--- src/rtl/scope_frame_reader.sv ---
// Captures one triggered burst of 8-bit scope samples (optionally decimated) into a
// frame buffer, freezes it, and serves it to the display through a 1-cycle read port.
module scope_frame_reader #(
  parameter int DEPTH  = 320,
  parameter int ADDR_W = 9
) (
  input  logic              clk,
  input  logic              reset,
  input  logic [7:0]        sampleIn,
  input  logic              sampleValid,
  input  logic [3:0]        decim,
  input  logic              rearm,
  input  logic              rdReq,
  input  logic [ADDR_W-1:0] rdAddr,
  output logic [7:0]        rdData,
  output logic              rdValid,
  output logic              frameReady,
  output logic [ADDR_W:0]   frameLen,
  output logic              busy
);

  typedef enum logic [1:0] {S_IDLE, S_FILL, S_FULL} state_t;

  localparam logic [ADDR_W:0] C_LAST = (ADDR_W+1)'(DEPTH-1);

  state_t            r_state;
  state_t            w_stateNext;
  logic [ADDR_W:0]   r_wrPtr;
  logic [3:0]        r_decCount;
  logic [ADDR_W:0]   r_frameLen;
  logic [7:0]        r_mem [0:DEPTH-1];
  logic [7:0]        r_ramQ;
  logic              r_rdHit;
  logic              r_rdValid;
  logic              w_write;
  logic              w_decHit;
  logic              w_lastSlot;
  logic              w_rdHit;
  logic [ADDR_W-1:0] w_wrAddr;
  logic [ADDR_W-1:0] w_rdIdx;

  assign w_decHit   = (r_decCount == decim);
  assign w_lastSlot = (r_wrPtr == C_LAST);

  always_ff @(posedge clk or posedge reset) begin
    if (reset) r_state <= S_IDLE;
    else       r_state <= w_stateNext;
  end

  always_comb begin
    w_stateNext = r_state;
    case (r_state)
      S_IDLE: if (sampleValid) w_stateNext = (DEPTH == 1) ? S_FULL : S_FILL;
      S_FILL: begin
        // rearm wins over a coincident sample; a burst ending early freezes a partial frame
        if (rearm)                       w_stateNext = S_IDLE;
        else if (!sampleValid)           w_stateNext = S_FULL;
        else if (w_decHit && w_lastSlot) w_stateNext = S_FULL;
      end
      S_FULL: if (rearm) w_stateNext = S_IDLE;
      default: w_stateNext = S_IDLE;
    endcase
  end

  always_comb begin
    busy       = (r_state == S_FILL);
    frameReady = (r_state == S_FULL);
    w_write    = ((r_state == S_IDLE) && sampleValid) ||
                 ((r_state == S_FILL) && !rearm && sampleValid && w_decHit);
    w_wrAddr   = (r_state == S_IDLE) ? '0 : r_wrPtr[ADDR_W-1:0];
  end

  always_ff @(posedge clk or posedge reset) begin
    if (reset) begin
      r_wrPtr    <= '0;
      r_decCount <= '0;
      r_frameLen <= '0;
    end else begin
      case (r_state)
        S_IDLE: if (sampleValid) begin
          r_wrPtr    <= (ADDR_W+1)'(1);
          r_decCount <= '0;
          r_frameLen <= (ADDR_W+1)'(1);
        end
        S_FILL: begin
          if (rearm) begin
            r_wrPtr <= '0;
          end else if (sampleValid) begin
            if (w_decHit) begin
              r_wrPtr    <= r_wrPtr + 1'b1;
              r_decCount <= '0;
              r_frameLen <= r_wrPtr + 1'b1;
            end else begin
              r_decCount <= r_decCount + 1'b1;
            end
          end
        end
        S_FULL: if (rearm) r_wrPtr <= '0;
        default: r_wrPtr <= '0;
      endcase
    end
  end

  // Only frozen, in-range slots are returned; everything else reads as zero.
  assign w_rdHit = (r_state == S_FULL) && ({1'b0, rdAddr} < r_frameLen);
  assign w_rdIdx = w_rdHit ? rdAddr : '0;

  always_ff @(posedge clk) begin
    if (w_write) r_mem[w_wrAddr] <= sampleIn;
    if (rdReq)   r_ramQ <= r_mem[w_rdIdx];
  end

  always_ff @(posedge clk or posedge reset) begin
    if (reset) begin
      r_rdValid <= 1'b0;
      r_rdHit   <= 1'b0;
    end else begin
      r_rdValid <= rdReq;
      if (rdReq) r_rdHit <= w_rdHit;
    end
  end

  assign rdData   = r_rdHit ? r_ramQ : 8'h00;
  assign rdValid  = r_rdValid;
  assign frameLen = r_frameLen;

endmodule

--- config.mk ---
export PLATFORM = sky130hd
export DESIGN_NAME = scope_frame_reader
export DESIGN_NICKNAME = d
export VERILOG_FILES = /design/src/rtl/scope_frame_reader.sv
export SDC_FILE = /design/constraint.sdc
export NUM_CORES = 2
export LEC_CHECK = 0
export BUFFER_PORTS_ARGS = -buffer_cell sky130_fd_sc_hd__buf_2
export CORE_ASPECT_RATIO = 0.9
export CORE_UTILIZATION = 30
export DETAILED_ROUTE_END_ITERATION = 8
export PLACE_DENSITY_LB_ADDON = 0.25
export SLEW_MARGIN = 0
export SYNTH_ARGS = -nofsm -noshare
export SYNTH_HDL_FRONTEND = slang
export SYNTH_SLANG_ARGS = --single-unit
--- constraint.sdc ---
create_clock -name clk -period 3.1 [get_ports clk]
set_input_delay 0.155 -clock clk [delete_from_list [all_inputs] [get_ports clk]]
set_output_delay 0.155 -clock clk [all_outputs]
set_load 0.01 [all_outputs]
# After elaboration in Yosys (flattened, before gate mapping)
# Memory sizes are Yosys's and may differ from the RTL's. A register that Yosys moved wholly into a read port is not among the register bits.
# Cells that the tools add are included.
[totals] inputBits=26 n_memories=1 out_inout_bits=21 ram_bits=2560 ff_bits=28
[op_classes] n_mux=24 n_reduce_logical=14 order_cmp=1 add_sub_neg=2 n_eq_ne=12
[mem_list] name="r_mem" words=320 width=8 rd=1 rd_clocked_by_memory_dff=1 write_ports=1 line="31" source="logic [7:0] r_mem [0:DEPTH-1];"
[ops] op="$mux W10" count=6
[ops] op="$pmux W10 S3" count=1
[ops] op="$pmux W10 S2" count=1
[ops] op="$mux W9" count=2
[ops] op="$mux W4" count=4
[ops] op="$add A10 B1 Y10 const B" count=1
[ops] op="$eq A10 B9 Y1 const B" count=1
[ops] op="$lt A9 B10 Y1" count=1
[ops] op="$mux W2" count=5
[ops] op="$mux W8" count=1
[ops] op="$ne A2 B2 Y1 const B" count=4
[ops] op="$pmux W4 S2" count=1
[ops] op="$reduce_and A4 Y1" count=2
[ops] op="$logic_and A1 B1 Y1" count=6
[ops] op="$pmux W2 S3" count=1
[ops] op="$reduce_and A5 Y1" count=1
[ops] op="$add A4 B1 Y4 const B" count=1
[ops] op="$eq A4 B4 Y1" count=1
[ops] op="$ne A4 B3 Y1 const B" count=1
[ops] op="$ne A3 B2 Y1 const B" count=1
[ops] op="$ne A3 B3 Y1 const B" count=1
[ops] op="$reduce_and A3 Y1" count=1
[ops] op="$eq A2 B1 Y1 const B" count=1
[ops] op="$eq A2 B2 Y1 const B" count=1
[ops] op="6 further kinds" count=7

# Logic depth before layout (Yosys ltp)
[logic_depth] ltp_word=7 depth_mapped=17 depth_no_buf=12

# Worst setup path after synthesis
# Ideal clock, no wire load.
[synth_path] path_type="reg-to-reg" start="register r_frameLen[7], in the netlist frameLen[7]" end="register r_ramQ[6], read port of r_mem (data pin)" synth_period_minus_slack_ns=3.449 slack_ns=-0.349 t_arrival_ns=3.188 path_stages_with_launch=14 required_time_ns=2.839 cell_sequence="dfrtp_1 > inv_1 > ha_1 > a21o_1 > a2111oi_0 > a21boi_1 > nand2_1 > buf_4 > mux2_1 > o221ai_1 > a31oi_1 > or4_1 > and3_1 > a311o_1"
[synth_via] elab_chain_len=3
[synth_rtl] item="from (decl)" line="30" source="logic [ADDR_W:0] r_frameLen;"
[synth_rtl] item="from (signal assigned)" line="83" source="r_frameLen <= (ADDR_W+1)'(1);"
[synth_rtl] item="from (signal assigned)" line="92" source="r_frameLen <= r_wrPtr + 1'b1;"
[synth_rtl] item="$lt A9 B10 Y1" line="105" source="assign w_rdHit = (r_state == S_FULL) && ({1'b0, rdAddr} < r_frameLen);"
[synth_rtl] item="$logic_and A1 B1 Y1" line="105"
[synth_rtl] item="$mux W9" line="106" source="assign w_rdIdx = w_rdHit ? rdAddr : '0;"
[synth_rtl] item="to (decl)" line="32" source="logic [7:0] r_ramQ;"
# No other way between the ends.
# A chain may end at the register's enable or synchronous reset.

# Final worst setup path
[layout_path] start="register r_frameLen[2], in the netlist frameLen[2]" end="register r_ramQ[6], read port of r_mem (data pin)"
# The elaborated chain is that of the path after synthesis.

==> flow_summary_export.csv <==
group,metric,value,unit
timing,finalCriticalPeriod,4.02,ns
die,dieArea,344000,µm²
power_and_ir_drop,leakagePower,43.5,nW
timing,worstMarginPinSlew,1.06,ns
timing,hold_viol,0,
drt,drc,0,
timing,fmax,249,MHz
critical_path,r2r_slack,-0.92,ns
global_route,grt_antenna_before_repair,33,
clock_network,cts_tree,"built",
yosys,synth_area,103000,µm²
yosys,synth.avg_cell_area,16.6,µm²
die,start_util,30.2,%
die,rows,203,
critical_path,cp_data_required_time,3.72,ns
global_route,grt_max_degree,153,
yosys,synth_edf_count,2568,
yosys,yosysTopAreaCell,"edfxtp_1",
critical_path,critical_path.max_fanout,8,
hold_path,hold_path_class,"input pin to register",
cells_and_area,syn2layout_area_growth,25.9,%
die,die_w,618,µm
yosys,yosysUniqueCellTypes,87,
timing,rsz0062_at_grt,"true",
cells_and_area,ff_latch_area,77800,µm²
global_route,grt_pass1_wl,524,mm
clock_network,numCtsBuffers,277,
yosys,yosys_most_used_dff,"edfxtp_1",
placed_design,dp_hpwl,251,mm
drt,via_per_inst,5.44,
yosys,async_reset_ff_share,1.08,%
hold_path,min_from,"decim[1]",
power_and_ir_drop,finalPower,76.0,mW
yosys,syn_nets,6199,
clock_network,clkSlewWorstSetupHoldPaths,0.06,ns
critical_path,setup.worst_path.end_class,"register",
yosys,synth_seq_area_share,75.9,%
critical_path,worstSetupPathType,"register to register",
placed_design,finalWeightedCongestion,0.909,
yosys,ys_seq_elements,2596,
critical_path,r2r_end,"r_ramQ[6]",
drt,dr.pass1.iters,6,
cells_and_area,nFillCells,31500,
hold_path,min_to,"r_decCount[1]",
timing,finalClockSkew,0.0720,ns
clock_network,h-tree-depth,5,
placed_design,port_buffers,46,
power_and_ir_drop,powerDensity,589,nW/µm²
die,core_area,340000,µm²
die,ios,47,
cells_and_area,fin_nets,7415,
placed_design,dp.cells,11500,
global_route,grt_pass1_vias,63600,
clock_network,cts_buffer_depth,4,
outcome,violations,"setup timing",
die,die_y,557,µm
drt,totalWireLength,383,mm
outcome,outcome,"finished, violations left",
yosys,syn_inst,6163,
power_and_ir_drop,ir_drop,451,µV
critical_path,reg2reg_depth,18,
cells_and_area,finalNonFillerCells,12100,
yosys,synth_top_area_share,75.2,%
timing,drv_slew,0,
drt,ant_nets,0,
drt,wl_per_cell,31.6,µm
clock_network,cts_root_buffer,"clkbuf_16",
critical_path,r2r_start,"frameLen[2]",
yosys,synth_area_leaders,"edfxtp_1, mux4_2, mux2i_1, nand2_1, nor2_1",
job,drv_cap,0,
critical_path,critical_path_arrival,4.64,ns
timing,max-slew-margin-rel,29.3,%
global_route,grt_usage,21.7,%
timing,setup_slack,-0.921,ns
clock_network,clk_latency,0.89,ns
timing,timing.final.crit_share,130,%
global_route,grt_overflow,0,
drt,dr.first_iter.drc_count,9247,
yosys,yosys_warnings,0,
drt,vias,65900,
placed_design,detailedPlace.worstSlack,-1.62,ns
clock_network,clock-sinks,2596,
critical_path,cp-start-kind,"register",
timing,setup_violations,8,
cells_and_area,multiInputGateArea,24300,µm²
cells_and_area,drive_gt1_share,30.2,%
hold_path,holdPathStages,7,
==> layout by cell type, fill, tap and decap left out, types with 14 or more instances in the layout <==
| cell | n |
|---|---|
| mux4_2 | 206 |
| clkbuf_1 | 64 |
| o22ai_1 | 173 |
| a211oi_2 | 28 |
| mux2i_1 | 281 |
| a221oi_1 | 16 |
| clkinv_2 | 34 |
| nand3_1 | 108 |
| clkbuf_16 | 290 |
| o21ai_0 | 168 |
| a211oi_1 | 77 |
| or3_1 | 17 |
| buf_4 | 1102 |
| a21oi_1 | 111 |
| dlygate4sd3_1 | 14 |
| buf_8 | 17 |
| and3_1 | 74 |
| edfxtp_1 | 2568 |
| buf_2 | 35 |
| nand2_1 | 502 |
| mux2_2 | 132 |
| o2111ai_1 | 14 |
| buf_6 | 33 |
| bufinv_16 | 20 |
| o221ai_1 | 95 |
| nor3_1 | 80 |
| nor2_1 | 453 |
| diode_2 | 23 |
| a311oi_1 | 25 |
| buf_12 | 154 |
| o31ai_1 | 16 |
| a31oi_1 | 72 |
| o21ai_1 | 19 |
| nand4_1 | 20 |
| o211ai_1 | 46 |
| clkinv_1 | 58 |
| dfrtp_1 | 28 |
==> Yosys cell counts (9+ instances only) <==
library cell / n
dfrtp_1: 28
a2111oi_0: 16
nand4_1: 20
mux2_2: 132
o221ai_1: 103
nand3_1: 118
xnor2_1: 11
o2111ai_1: 16
mux4_2: 206
a221oi_1: 27
clkbuf_1: 206
nor4_1: 26
buf_1: 49
a31oi_1: 82
a211oi_1: 105
buf_2: 161
and2_1: 14
o211ai_1: 46
edfxtp_1: 2568
a2bb2oi_1: 14
ha_1: 10
a211o_1: 11
inv_1: 15
and3_1: 76
o22ai_1: 182
a21o_1: 9
nand2_1: 515
nor2b_1: 14
nor3_1: 87
a21oi_1: 118
buf_4: 10
a32oi_1: 13
nor2_1: 460
mux2i_1: 283
o21ai_0: 194
a311oi_1: 32
or3_1: 21
o31ai_1: 19
==> how the worst max path moves through the flow <==
| stage | start | to | slack [ns] | cells past startpoint |
|---|---|---|---|---|
| 2_1_floorplan | frameLen[7] | r_ramQ[6] | -0.20 | 13 |
| 5_1_grt | frameLen[7] | r_ramQ[6] | -0.93 | 16 |
| 4_1_cts | frameLen[7] | r_ramQ[6] | -0.85 | 16 |
| 3_3_place_gp | frameLen[7] | r_ramQ[2] | -1.65 | 13 |
| 3_5_place_dp | frameLen[7] | r_ramQ[7] | -1.62 | 16 |
| 6_report | frameLen[2] | r_ramQ[6] | -0.92 | 18 |
==> layer usage <==
layer / track usage, % / vias to the layer above / share of wire (%)
met5: 0 / - / 0.0068
met4: 7.07 / 4 / 3.4
met3: 4.02 / 584 / 9.4
met2: 32.8 / 3571 / 44
met1: 31.3 / 34600 / 43
li1: - / 27100 / -
==> stage by stage <==
step	TNS (ns)	area [µm²]	hold slack, ns	util, %
final	-6.76	129000	0.0837	38.0
after global routing	-7.31	129000	0.133	38.0
after CTS	-6.30	128000	0.0371	37.7
after detailed placement	-11.60	118000	0.283	34.7
after global placement	-11.62	118000	0.278	34.7
after floorplan	-1.28	103000	0.186	-
==> area by class of cell <==
type	instances	share of cell area, %
flip-flops and latches	2596	60.3
diodes	23	0.0446
clock buffers	353	5.79
clock inverters	125	0.891
inverters	19	0.0562
well taps	4510	4.37
repair buffers	1365	9.75
multi-input cells	3120	18.8
==> flip-flops by register name (all words and copies together) (netlist names) <==
register	count
frameLen	10
r_decCount	4
r_mem	2560
r_ramQ	8
r_rdHit	1
r_state	2
r_wrPtr	10
rdValid	1
==> repair_timing <==
item | in CTS | in global routing
setup endpoints to repair | 8 | 220
hold endpoints to repair | 539 | 0
cloned | 5 | 1
resized for setup | 175 | 118
pin swaps | 48 | 49
buffers inserted | 47 | 25
hold buffers | 14 | 0
==> where the power goes <==
| group | leakage, nW | switching [mW] | internal [mW] |
|---|---|---|---|
| Sequential | 23.5 | 0.0405 | 38.6 |
| Combinational | 15.8 | 3.18 | 1.65 |
| Clock | 4.21 | 13.8 | 18.7 |
| Total | 43.5 | 17.1 | 59.0 |
==> critical path, cell delays in order (launching register included) <==
cell	delay (ns)
dfrtp_1	0.37
inv_2	0.05
ha_1	0.27
nand4_1	0.11
buf_6	0.13
nor2_2	0.05
buf_6	0.14
a211oi_4	0.27
buf_6	0.22
buf_4	0.13
nand2_2	0.08
buf_12	0.17
buf_4	0.20
o22ai_1	0.21
o311ai_1	0.24
o211ai_1	0.19
o211ai_1	0.33
buf_4	0.27
a311o_1	0.30
==> cell families after synthesis <==
family                   synth area share (%)
AO/OA/AOI/OAI                            7.28
XOR/XNOR                                0.120
adder cells (fa/ha/maj)                 0.122
buffers and inverters                    1.88
flip-flops                               75.9
multiplexers                             8.75
AND/OR/NAND/NOR                          5.95
Power figures use the tool's default switching activity.
